**src/rtl/charram_dram_sequencer_if.sv**
```systemverilog
// Bus bundle between the character-RAM sequencer, its clients (video fetch, CPU glue)
// and the 4416 DRAM. The sequencer uses the slave view; clients and the DRAM model use the master view.
interface charram_dram_sequencer_if;
    logic [13:0] vid_addr;
    logic [3:0]  vid_dout;
    logic        vid_valid;

    logic        cpu_req;
    logic        cpu_wr;
    logic [13:0] cpu_addr;
    logic [3:0]  cpu_din;
    logic [3:0]  cpu_dout;
    logic        cpu_ack;

    logic [7:0]  dram_addr;
    logic [3:0]  dram_din;
    logic [3:0]  dram_dout;
    logic        ras_n;
    logic        cas_n;
    logic        wr_n;
    logic        rd_n;

    modport slave (
        input  vid_addr,
        input  cpu_req,
        input  cpu_wr,
        input  cpu_addr,
        input  cpu_din,
        input  dram_dout,
        output vid_dout,
        output vid_valid,
        output cpu_dout,
        output cpu_ack,
        output dram_addr,
        output dram_din,
        output ras_n,
        output cas_n,
        output wr_n,
        output rd_n
    );

    modport master (
        output vid_addr,
        output cpu_req,
        output cpu_wr,
        output cpu_addr,
        output cpu_din,
        output dram_dout,
        input  vid_dout,
        input  vid_valid,
        input  cpu_dout,
        input  cpu_ack,
        input  dram_addr,
        input  dram_din,
        input  ras_n,
        input  cas_n,
        input  wr_n,
        input  rd_n
    );
endinterface

```
**src/rtl/charram_dram_sequencer.sv**
```systemverilog
// 16-cycle frame sequencer for one 4416 character-RAM plane: half 0 serves video,
// half 1 serves the CPU or a RAS-only refresh. All DRAM strobes and data outputs are registered.
module charram_dram_sequencer #(
    parameter int unsigned REFRESH_MAX = 16
) (
    input  logic                    mclk_i,
    input  logic                    rst_i,
    charram_dram_sequencer_if.slave bus
);
    localparam int unsigned           STREAK_W     = $clog2(REFRESH_MAX + 1);
    localparam logic [STREAK_W-1:0]   STREAK_LIMIT = STREAK_W'(REFRESH_MAX);

    typedef enum logic [1:0] {
        SLOT_VID    = 2'd0,
        SLOT_CPU_RD = 2'd1,
        SLOT_CPU_WR = 2'd2,
        SLOT_REF    = 2'd3
    } slot_e;

    logic [3:0]          cnt_q, cnt_d;
    slot_e               slot_q, slot_d;
    logic [7:0]          row_q, row_d;
    logic [5:0]          col_q, col_d;
    logic [3:0]          wdat_q, wdat_d;
    logic [STREAK_W-1:0] streak_q, streak_d;
    logic [7:0]          ref_row_q, ref_row_d;

    logic                ras_n_q, ras_n_d;
    logic                cas_n_q, cas_n_d;
    logic                wr_n_q, wr_n_d;
    logic                rd_n_q, rd_n_d;
    logic [7:0]          addr_q, addr_d;
    logic [3:0]          din_q, din_d;
    logic [3:0]          vid_dout_q, vid_dout_d;
    logic                vid_valid_q, vid_valid_d;
    logic [3:0]          cpu_dout_q, cpu_dout_d;
    logic                cpu_ack_q, cpu_ack_d;

    logic [2:0]          ph_cur_s;
    logic [2:0]          ph_nxt_s;
    logic                grant_s;
    logic [7:0]          preview_row_s;
    logic [7:0]          col_addr_s;

    assign ph_cur_s   = cnt_q[2:0];
    assign ph_nxt_s   = cnt_d[2:0];
    assign grant_s    = bus.cpu_req && (streak_q < STREAK_LIMIT);
    assign col_addr_s = {1'b0, col_d, 1'b0};

    // Slot latch at PH0, CPU streak bookkeeping and refresh row advance
    always_comb begin
        cnt_d     = cnt_q + 4'd1;
        slot_d    = slot_q;
        row_d     = row_q;
        col_d     = col_q;
        wdat_d    = wdat_q;
        streak_d  = streak_q;
        ref_row_d = ref_row_q;
        if (ph_cur_s == 3'd0) begin
            if (!cnt_q[3]) begin
                slot_d = SLOT_VID;
                row_d  = bus.vid_addr[7:0];
                col_d  = bus.vid_addr[13:8];
            end else if (grant_s) begin
                slot_d   = bus.cpu_wr ? SLOT_CPU_WR : SLOT_CPU_RD;
                row_d    = bus.cpu_addr[7:0];
                col_d    = bus.cpu_addr[13:8];
                wdat_d   = bus.cpu_din;
                // grant implies streak < limit, so this never passes the limit
                streak_d = streak_q + STREAK_W'(1);
            end else begin
                slot_d   = SLOT_REF;
                row_d    = ref_row_q;
                streak_d = '0;
            end
        end else if ((ph_nxt_s == 3'd6) && (slot_q == SLOT_REF)) begin
            ref_row_d = ref_row_q + 8'd1;
        end else begin
            ref_row_d = ref_row_q;
        end
    end

    // Row shown during PH0 is a look-ahead using the same rule as the PH0 latch
    always_comb begin
        preview_row_s = ref_row_q;
        if (!cnt_d[3]) begin
            preview_row_s = bus.vid_addr[7:0];
        end else if (grant_s) begin
            preview_row_s = bus.cpu_addr[7:0];
        end else begin
            preview_row_s = ref_row_q;
        end
    end

    // Next registered strobe/address/data values for the phase being entered
    always_comb begin
        ras_n_d     = 1'b1;
        cas_n_d     = 1'b1;
        wr_n_d      = 1'b1;
        rd_n_d      = 1'b1;
        addr_d      = addr_q;
        din_d       = din_q;
        vid_dout_d  = vid_dout_q;
        vid_valid_d = 1'b0;
        cpu_dout_d  = cpu_dout_q;
        cpu_ack_d   = 1'b0;

        case (ph_nxt_s)
            3'd0: begin
                addr_d = preview_row_s;
            end
            3'd1: begin
                addr_d  = row_d;
                ras_n_d = 1'b0;
            end
            3'd2, 3'd3, 3'd4, 3'd5: begin
                ras_n_d = 1'b0;
                if (slot_d == SLOT_REF) begin
                    addr_d = row_d;
                end else begin
                    addr_d  = col_addr_s;
                    cas_n_d = 1'b0;
                end
                if (ph_nxt_s == 3'd4) begin
                    case (slot_d)
                        SLOT_VID, SLOT_CPU_RD: rd_n_d = 1'b0;
                        SLOT_CPU_WR: begin
                            wr_n_d = 1'b0;
                            din_d  = wdat_d;
                        end
                        default: rd_n_d = 1'b1;
                    endcase
                end else begin
                    rd_n_d = 1'b1;
                end
            end
            default: begin
                ras_n_d = 1'b1;
            end
        endcase

        // DRAM output is registered, so read data is valid during PH5
        if (ph_cur_s == 3'd5) begin
            case (slot_q)
                SLOT_VID: begin
                    vid_dout_d  = bus.dram_dout;
                    vid_valid_d = 1'b1;
                end
                SLOT_CPU_RD: begin
                    cpu_dout_d = bus.dram_dout;
                    cpu_ack_d  = 1'b1;
                end
                SLOT_CPU_WR: cpu_ack_d = 1'b1;
                default:     cpu_ack_d = 1'b0;
            endcase
        end else begin
            cpu_ack_d = 1'b0;
        end
    end

    // State and output registers
    always_ff @(posedge mclk_i) begin
        if (rst_i) begin
            cnt_q       <= 4'd0;
            slot_q      <= SLOT_VID;
            row_q       <= 8'd0;
            col_q       <= 6'd0;
            wdat_q      <= 4'd0;
            streak_q    <= '0;
            ref_row_q   <= 8'd0;
            ras_n_q     <= 1'b1;
            cas_n_q     <= 1'b1;
            wr_n_q      <= 1'b1;
            rd_n_q      <= 1'b1;
            addr_q      <= 8'd0;
            din_q       <= 4'd0;
            vid_dout_q  <= 4'd0;
            vid_valid_q <= 1'b0;
            cpu_dout_q  <= 4'd0;
            cpu_ack_q   <= 1'b0;
        end else begin
            cnt_q       <= cnt_d;
            slot_q      <= slot_d;
            row_q       <= row_d;
            col_q       <= col_d;
            wdat_q      <= wdat_d;
            streak_q    <= streak_d;
            ref_row_q   <= ref_row_d;
            ras_n_q     <= ras_n_d;
            cas_n_q     <= cas_n_d;
            wr_n_q      <= wr_n_d;
            rd_n_q      <= rd_n_d;
            addr_q      <= addr_d;
            din_q       <= din_d;
            vid_dout_q  <= vid_dout_d;
            vid_valid_q <= vid_valid_d;
            cpu_dout_q  <= cpu_dout_d;
            cpu_ack_q   <= cpu_ack_d;
        end
    end

    assign bus.ras_n     = ras_n_q;
    assign bus.cas_n     = cas_n_q;
    assign bus.wr_n      = wr_n_q;
    assign bus.rd_n      = rd_n_q;
    assign bus.dram_addr = addr_q;
    assign bus.dram_din  = din_q;
    assign bus.vid_dout  = vid_dout_q;
    assign bus.vid_valid = vid_valid_q;
    assign bus.cpu_dout  = cpu_dout_q;
    assign bus.cpu_ack   = cpu_ack_q;

endmodule

```
**src/flat_wrapper.sv**
```systemverilog
// flat-port wrapper written by rule: the top's interface ports become plain ports
module charram_dram_sequencer_flat 
#(
    parameter int unsigned REFRESH_MAX = 16
)
  (mclk_i, rst_i, bus_vid_addr, bus_cpu_req, bus_cpu_wr, bus_cpu_addr, bus_cpu_din, bus_dram_dout, bus_vid_dout, bus_vid_valid, bus_cpu_dout, bus_cpu_ack, bus_dram_addr, bus_dram_din, bus_ras_n, bus_cas_n, bus_wr_n, bus_rd_n);
  charram_dram_sequencer_if bus_i ();
  input  logic mclk_i;
  input  logic rst_i;
  input wire logic [$bits(bus_i.vid_addr)-1:0] bus_vid_addr;
  input wire logic [$bits(bus_i.cpu_req)-1:0] bus_cpu_req;
  input wire logic [$bits(bus_i.cpu_wr)-1:0] bus_cpu_wr;
  input wire logic [$bits(bus_i.cpu_addr)-1:0] bus_cpu_addr;
  input wire logic [$bits(bus_i.cpu_din)-1:0] bus_cpu_din;
  input wire logic [$bits(bus_i.dram_dout)-1:0] bus_dram_dout;
  output wire logic [$bits(bus_i.vid_dout)-1:0] bus_vid_dout;
  output wire logic [$bits(bus_i.vid_valid)-1:0] bus_vid_valid;
  output wire logic [$bits(bus_i.cpu_dout)-1:0] bus_cpu_dout;
  output wire logic [$bits(bus_i.cpu_ack)-1:0] bus_cpu_ack;
  output wire logic [$bits(bus_i.dram_addr)-1:0] bus_dram_addr;
  output wire logic [$bits(bus_i.dram_din)-1:0] bus_dram_din;
  output wire logic [$bits(bus_i.ras_n)-1:0] bus_ras_n;
  output wire logic [$bits(bus_i.cas_n)-1:0] bus_cas_n;
  output wire logic [$bits(bus_i.wr_n)-1:0] bus_wr_n;
  output wire logic [$bits(bus_i.rd_n)-1:0] bus_rd_n;
  assign bus_i.vid_addr = bus_vid_addr;
  assign bus_i.cpu_req = bus_cpu_req;
  assign bus_i.cpu_wr = bus_cpu_wr;
  assign bus_i.cpu_addr = bus_cpu_addr;
  assign bus_i.cpu_din = bus_cpu_din;
  assign bus_i.dram_dout = bus_dram_dout;
  assign bus_vid_dout = bus_i.vid_dout;
  assign bus_vid_valid = bus_i.vid_valid;
  assign bus_cpu_dout = bus_i.cpu_dout;
  assign bus_cpu_ack = bus_i.cpu_ack;
  assign bus_dram_addr = bus_i.dram_addr;
  assign bus_dram_din = bus_i.dram_din;
  assign bus_ras_n = bus_i.ras_n;
  assign bus_cas_n = bus_i.cas_n;
  assign bus_wr_n = bus_i.wr_n;
  assign bus_rd_n = bus_i.rd_n;
  charram_dram_sequencer #(.REFRESH_MAX(REFRESH_MAX)) u_core (.mclk_i(mclk_i), .rst_i(rst_i), .bus(bus_i));
endmodule
```
**config.mk**
```make
export PLATFORM = sky130hd
export DESIGN_NAME = charram_dram_sequencer_flat
export DESIGN_NICKNAME = d
export VERILOG_FILES = /design/src/rtl/charram_dram_sequencer_if.sv /design/src/rtl/charram_dram_sequencer.sv /design/src/flat_wrapper.sv
export SDC_FILE = /design/constraint.sdc
export NUM_CORES = 1
export LEC_CHECK = 0
export ABC_AREA = 0
export CAP_MARGIN = 10
export CORE_MARGIN = 8
export CORE_UTILIZATION = 30
export DETAILED_ROUTE_END_ITERATION = 8
export PLACE_DENSITY = 0.53
export SLEW_MARGIN = 20
export SYNTH_ARGS = -nofsm -noshare
export SYNTH_HDL_FRONTEND = slang
export SYNTH_SLANG_ARGS = --single-unit
```
**constraint.sdc**
```tcl
create_clock -name mclk_i -period 2.2 [get_ports mclk_i]
set_clock_uncertainty 0.05 [all_clocks]
set_input_delay 0.22 -clock mclk_i [delete_from_list [all_inputs] [get_ports mclk_i]]
set_output_delay 0.22 -clock mclk_i [all_outputs]
set_load 0.05 [all_outputs]
```
==> results.md, run 1 <==
* Combinational share of power at 0.204
* Flop-to-flop setup slack at 0.16 ns
* Initial DRT Pass Iterations at 4
* Synth Register Bits at 63
* Count leader, synth: dfxtp_1
* Syn_area_per_cell at 8.96 µm²
* Die Area at 13700 µm²
* H-tree level count at 3
* Die width at 117 µm
* Gr ovfl total at 0
* Row cnt at 37
* Final Util at 0.412
* Leakage dissipation at 0.00157 µW
* WS Path Type: flip-flop to flip-flop
* Hold_ws at 0.338 ns
* Part of the power in registers at 0.405
* Peak supply drop at 0.296 mV
* Seq/Total Area, Yosys at 0.413
* YS warnings at 0
* Die H at 117 µm
* Finished Cell Area at 4160 µm²
* Period utilisation layout at 0.928
* N_diodes at 0
* F_max at 490 MHz
* Relative slew slack at 0.580
* Unique masters post-synth at 45
* Worst-path clk slew at 0.08 ns
* Hold buffers post-CTS at 0
* P_sw at 847 µW
* Min-Delay Path Class: input port to flip-flop
* Clk pwr share at 0.391
* Synth top cells by count: dfxtp_1, nor2_1, mux2i_1
* Placed Area at 3870 µm²
* Total track usage at 0.120
* Cells on worst reg2reg path at 8
* CTS Buf Count at 9
* Hold Path Stages at 2
* Global-route wire length before repair at 12600 µm
* Clock Tree Root: clkbuf_8
* Yosys top cell area share at 0.413
* Final hold violations at 0
* Post-route antenna net violation count at 0
* Final net count at 464
* Internal power at 2220 µW
* Fill cells at 1049
* GP Congestion at 0.749
* Final Max Tran Viols at 0
* Slew at the pin closest to its max-slew limit at 0.631 ns
* Reg-to-reg startpoint: u_core.cnt_q[0]$_SDFF_PP0_
* Initial antenna violation count at 0
* Outcome: complete, no violations
* Worst Setup Slack, final at 0.157 ns
* Dpl ws at -0.0179 ns
* Netlist Area Pre-Place at 3060 µm²
* Max-Cap Viols at 0
* Wirelength per Cell at 14.1 µm
* Setup violators final at 0
* Maximum buffer depth of the clock tree at 2
* Number of vias per cell at 4.64
* Area grow syn2layout at 36.0%
* Worst r2r dst: u_core.bus.dram_din[1]$_SDFFE_PP0P_
* Switching share of total power at 0.276
* CP Capture Type: flip-flop
* Clock sinks at 63
* Hold EP: u_core.col_q[0]$_SDFF_PP0_
* HPWL after DPL at 5870 µm
* Post-synth EDFFs at 0
* Worst Path Required at 2.39 ns
* Post-synth top flop: dfxtp_1
* Core area at 10100 µm²
* Async set-or-reset flop fraction in the synthesized netlist at 0
* RSZ-0062 raised after global routing: false
* CTS tree: done
* Crit path DAT at 2.24 ns
* Largest net degree at the start of global routing at 36
* Final period demand of the worst path at 2.04 ns
* DR DRC count at 0
* Final wirelength at 7830 µm
* Initial Util at 0.303
* Buffers on Ports at 65
* Min-delay src: rst_i
* Vias in the first global route at 2564
* PwrDens at 739 nW/µm²
* Clk Latency, worst-skew pair at 0.34 ns
* Overall power at 3070 µW
* # IOs at 66
* Net Count, Synth at 392
* Initial DRC count at 91
* Critical path fanouts, max at 7
* Startpoint types: flip-flop
* Layout cells sized above 1 at 0.115
* Cell count after synthesis at 341
* Synth area leaders: dfxtp_1, mux2i_1, nor2_1
* Vias post-DR at 2572
* Post-synth top area cell: dfxtp_1
-- kinds of logic (layout without fill, tap and decap cells) --
group                    Yosys count  in the layout  share of synthesized area
XOR/XNOR                          10             10                     0.0336
AO/OA/AOI/OAI                     77             77                      0.178
buffers and inverters             25            102                     0.0397
flip-flops                        63             63                      0.413
AND/OR/NAND/NOR                  127            127                      0.198
multiplexers                      28             28                     0.0933
adder cells (fa/ha/maj)           11             11                     0.0450
-- state kept, by name (all words and copies together), names as in the netlist, 5 cells and up --
name and cells:
u_core.col_q 6, u_core.row_q 8, u_core.streak_q 5, u_core.bus.dram_addr 8
u_core.ref_row_q 8
-- repair_timing --
item                                   CTS  global route
gates resized for setup                  0             5
buffers inserted                         0             4
endpoints found under the hold margin    0             0
pin swaps                                1             2
setup endpoints to repair                4            11
-- per-layer routing --
metal / vias up / routed length, µm / track usage
met5: - / 0 / 0
met4: 0 / 104 / 0.0546
met3: 8 / 372 / 0.0298
met2: 47 / 3850 / 0.203
met1: 1184 / 3500 / 0.140
li1: 1333 / - / -
-- critical path, stage by stage, from the launching register on --
cell       delay, ns
dfxtp_2         0.36
inv_1           0.11
ha_1            0.20
nor2b_4         0.24
o211ai_1        0.18
a2111oi_4       0.37
buf_4           0.20
nor2_1          0.05
a211oi_1        0.20
-- through the flow --
step | TNS (ns) | instances
CTS | 0 | 550
global route | 0 | 554
floorplan | 0 | 341
global placement | 0 | 534
detailed placement | -0.0299 | 534
finish | 0 | 554
-- cells in the final DEF, fill, tap and decap left out, types with 10 or more instances in the layout --
cell type and n:
buf_4 14, nor2_1 60, o211ai_1 13, ha_1 10
dfxtp_1 61, clkdlybuf4s50_1 64, mux2i_1 27, nand2_1 19
nand3_1 11, o21ai_0 24, a21oi_1 13
-- how the worst max path moves through the flow --
stage                                           from                                   to  slack [ns]  depth (start not counted)
after floorplan           u_core.cnt_q[0]$_SDFF_PP0_     u_core.ref_row_q[5]$_SDFFE_PP0P_        0.34                          7
after global placement    u_core.cnt_q[0]$_SDFF_PP0_  u_core.bus.dram_din[2]$_SDFFE_PP0P_        0.11                          7
after detailed placement  u_core.cnt_q[0]$_SDFF_PP0_  u_core.bus.dram_din[1]$_SDFFE_PP0P_       -0.02                          7
after CTS                 u_core.cnt_q[0]$_SDFF_PP0_  u_core.bus.dram_din[1]$_SDFFE_PP0P_        0.02                          7
after global routing      u_core.cnt_q[1]$_SDFF_PP0_  u_core.bus.dram_din[1]$_SDFFE_PP0P_        0.02                          8
final                     u_core.cnt_q[0]$_SDFF_PP0_  u_core.bus.dram_din[1]$_SDFFE_PP0P_        0.16                          8
-- layout make-up --
cell class                 count  area (µm²)  area share
sequential                    63        1260       0.304
tap                          136         170      0.0409
multi-input combinational    253        1690       0.407
clock inverter                 5         106      0.0256
clock buffer                  11         131      0.0316
inverter                       6        22.5     0.00542
timing repair buffer          80         771       0.185
-- power groups by stage --
stage / logic, µW / clock network, µW / registers [µW]
finish: 626 / 1200 / 1240
global route: 682 / 1290 / 1250
CTS: 625 / 1230 / 1240
detailed placement: 622 / 0 / 1270
global placement: 619 / 0 / 1270
floorplan: 280 / 0 / 1380
(Power assumes the default switching activity.)
==> inputs of run 2 (changes only) <==
--- a/config.mk
+++ b/config.mk
@@ -10,6 +10,7 @@
 export CORE_MARGIN = 8
 export CORE_UTILIZATION = 30
 export DETAILED_ROUTE_END_ITERATION = 8
+export GPL_ROUTABILITY_DRIVEN = 1
 export PLACE_DENSITY = 0.53
 export SLEW_MARGIN = 20
 export SYNTH_ARGS = -nofsm -noshare
==> results of run 2 <==
No change in the layout: final DEF, timing and power equal those of run 1.
==> inputs of run 3 (changes only) <==
--- a/config.mk
+++ b/config.mk
@@ -9,6 +9,7 @@
 export CAP_MARGIN = 10
 export CORE_MARGIN = 8
 export CORE_UTILIZATION = 30
+export CTS_CLUSTER_DIAMETER = 30
 export DETAILED_ROUTE_END_ITERATION = 8
 export GPL_ROUTABILITY_DRIVEN = 1
 export PLACE_DENSITY = 0.53
==> constraint.sdc (replaced) <==
create_clock -name mclk_i -period 1.9 [get_ports mclk_i]
set_clock_uncertainty 0.05 [all_clocks]
set_input_delay 0.19 -clock mclk_i [delete_from_list [all_inputs] [get_ports mclk_i]]
set_output_delay 0.19 -clock mclk_i [all_outputs]
set_load 0.05 [all_outputs]
==> results.md, run 3 (synthesized netlist as in run 1, its figures left out) <==
* Outcome: complete, no violations
* Final wirelength at 8480 µm
* Clock Tree Root: clkbuf_8
* Crit path DAT at 2.05 ns
* WS Path Type: flip-flop to flip-flop
* Commonest non-fill, non-tap cells in the layout: clkdlybuf4s50_1, dfxtp_1, nor2_1, buf_4, mux2i_1
* Initial antenna violation count at 0
* Buffers on Ports at 65
* Layout cells sized above 1 at 0.187
* # IOs at 66
* DR DRC count at 0
* Combinational share of power at 0.242
* Vias in the first global route at 2754
* Final hold violations at 0
* CTS tree: done
* Critical path fanouts, max at 4
* Total track usage at 0.126
* Final net count at 480
* Worst-path clk slew at 0.07 ns
* Vias post-DR at 2706
* Maximum buffer depth of the clock tree at 2
* Initial DRC count at 116
* Die width at 117 µm
* RSZ-0062 raised after global routing: true
* Most common cell after layout, fill and taps aside: clkdlybuf4s50_1
* Max-Cap Viols at 0
* F_max at 530 MHz
* Slew at the pin closest to its max-slew limit at 0.678 ns
* Die H at 117 µm
* Peak supply drop at 0.440 mV
* Worst Path Required at 2.07 ns
* Die Area at 13700 µm²
* CTS Buf Count at 9
* Period utilisation layout at 0.993
* Startpoint types: flip-flop
* Clk pwr share at 0.338
* H-tree level count at 3
* Number of vias per cell at 4.75
* Switching share of total power at 0.300
* HPWL after DPL at 6050 µm
* Setup TNS at 0 ns
* Post-route antenna net violation count at 0
* GP Congestion at 0.824
* Part of the power in registers at 0.420
* Min-Delay Path Class: input port to flip-flop
* Final Max Tran Viols at 0
* Global-route wire length before repair at 13300 µm
* Core area at 10100 µm²
* PwrDens at 791 nW/µm²
* CP Capture Type: flip-flop
* Clk Latency, worst-skew pair at 0.35 ns
* Internal power at 2400 µW
* Leakage dissipation at 0.00166 µW
* Clock sinks at 63
* Relative slew slack at 0.548
* Placed Area at 3960 µm²
* Final period demand of the worst path at 1.89 ns
* Hold_ws at 0.316 ns
* P_sw at 1030 µW
* Initial Util at 0.303
* N_diodes at 0
* Hold buffers post-CTS at 0
* Finished Cell Area at 4340 µm²
* Wirelength per Cell at 14.9 µm
* Initial DRT Pass Iterations at 5
* Area grow syn2layout at 41.9%
* Gr ovfl total at 0
* Setup violators final at 0
* Largest net degree at the start of global routing at 36
* Row cnt at 37
==> run 3: cell types whose count changed in the layout (fill, tap and decap cells not counted), sizes merged <==
cell / change
clkinvlp: -1
clkinv: +2
bufinv: -2
buf: +16
clkbuf: +1
==> run 3: critical path, stage by stage (launching register included) <==
cell and delay (ns):
dfxtp_2 0.36, ha_2 0.23, or3b_1 0.46, a211oi_4 0.31, nand3_1 0.13, xor2_1 0.15
nor2_1 0.05
==> run 3: final cells by class <==
cell class	instances	area, µm²
flip-flops and latches	63	1260
repair buffers	96	898
well taps	136	170
fillers	1031	5750
clock inverters	4	45.0
inverters	6	22.5
clock buffers	12	145
multi-input cells	253	1790
==> run 3: power groups by stage <==
stage	Combinational [µW]	Clock (µW)	Sequential [µW]
floorplan	325	0	1590
global placement	751	0	1470
detailed placement	758	0	1470
CTS	801	1190	1440
global route	895	1250	1450
finish	829	1160	1440
==> run 3: final timing paths <==
path                              start                               end  slack (ns)  cells after the start
max          u_core.cnt_q[0]$_SDFF_PP0_  u_core.ref_row_q[7]$_SDFFE_PP0P_        0.01                      6
max reg2reg  u_core.cnt_q[0]$_SDFF_PP0_  u_core.ref_row_q[7]$_SDFFE_PP0P_        0.01                      6
min                               rst_i        u_core.col_q[5]$_SDFF_PP0_        0.32                      2
min reg2reg  u_core.cnt_q[0]$_SDFF_PP0_        u_core.cnt_q[0]$_SDFF_PP0_        0.40                      1
==> run 3: per-layer routing <==
| metal | global-route usage | routed length, µm |
|---|---|---|
| met1 | 0.139 | 3640 |
| met2 | 0.217 | 4270 |
| met3 | 0.0421 | 432 |
| met4 | 0.0529 | 134 |
| met5 | 0 | 0 |
==> run 3: through the flow <==
step	instances	setup slack [ns]	utilization	total power (µW)
2_1_floorplan	341	0.0442	-	1920
3_3_place_gp	548	-0.0899	0.393	2220
3_5_place_dp	548	-0.106	0.393	2220
4_1_cts	569	0.00118	0.419	3430
5_1_grt	570	-0.129	0.430	3590
6_report	570	0.0129	0.430	3430
==> run 3: repair_timing <==
item	in CTS	in global routing
buffers inserted	5	2
endpoints found under the setup margin	22	24
pin swaps	4	14
gates resized for setup	12	26
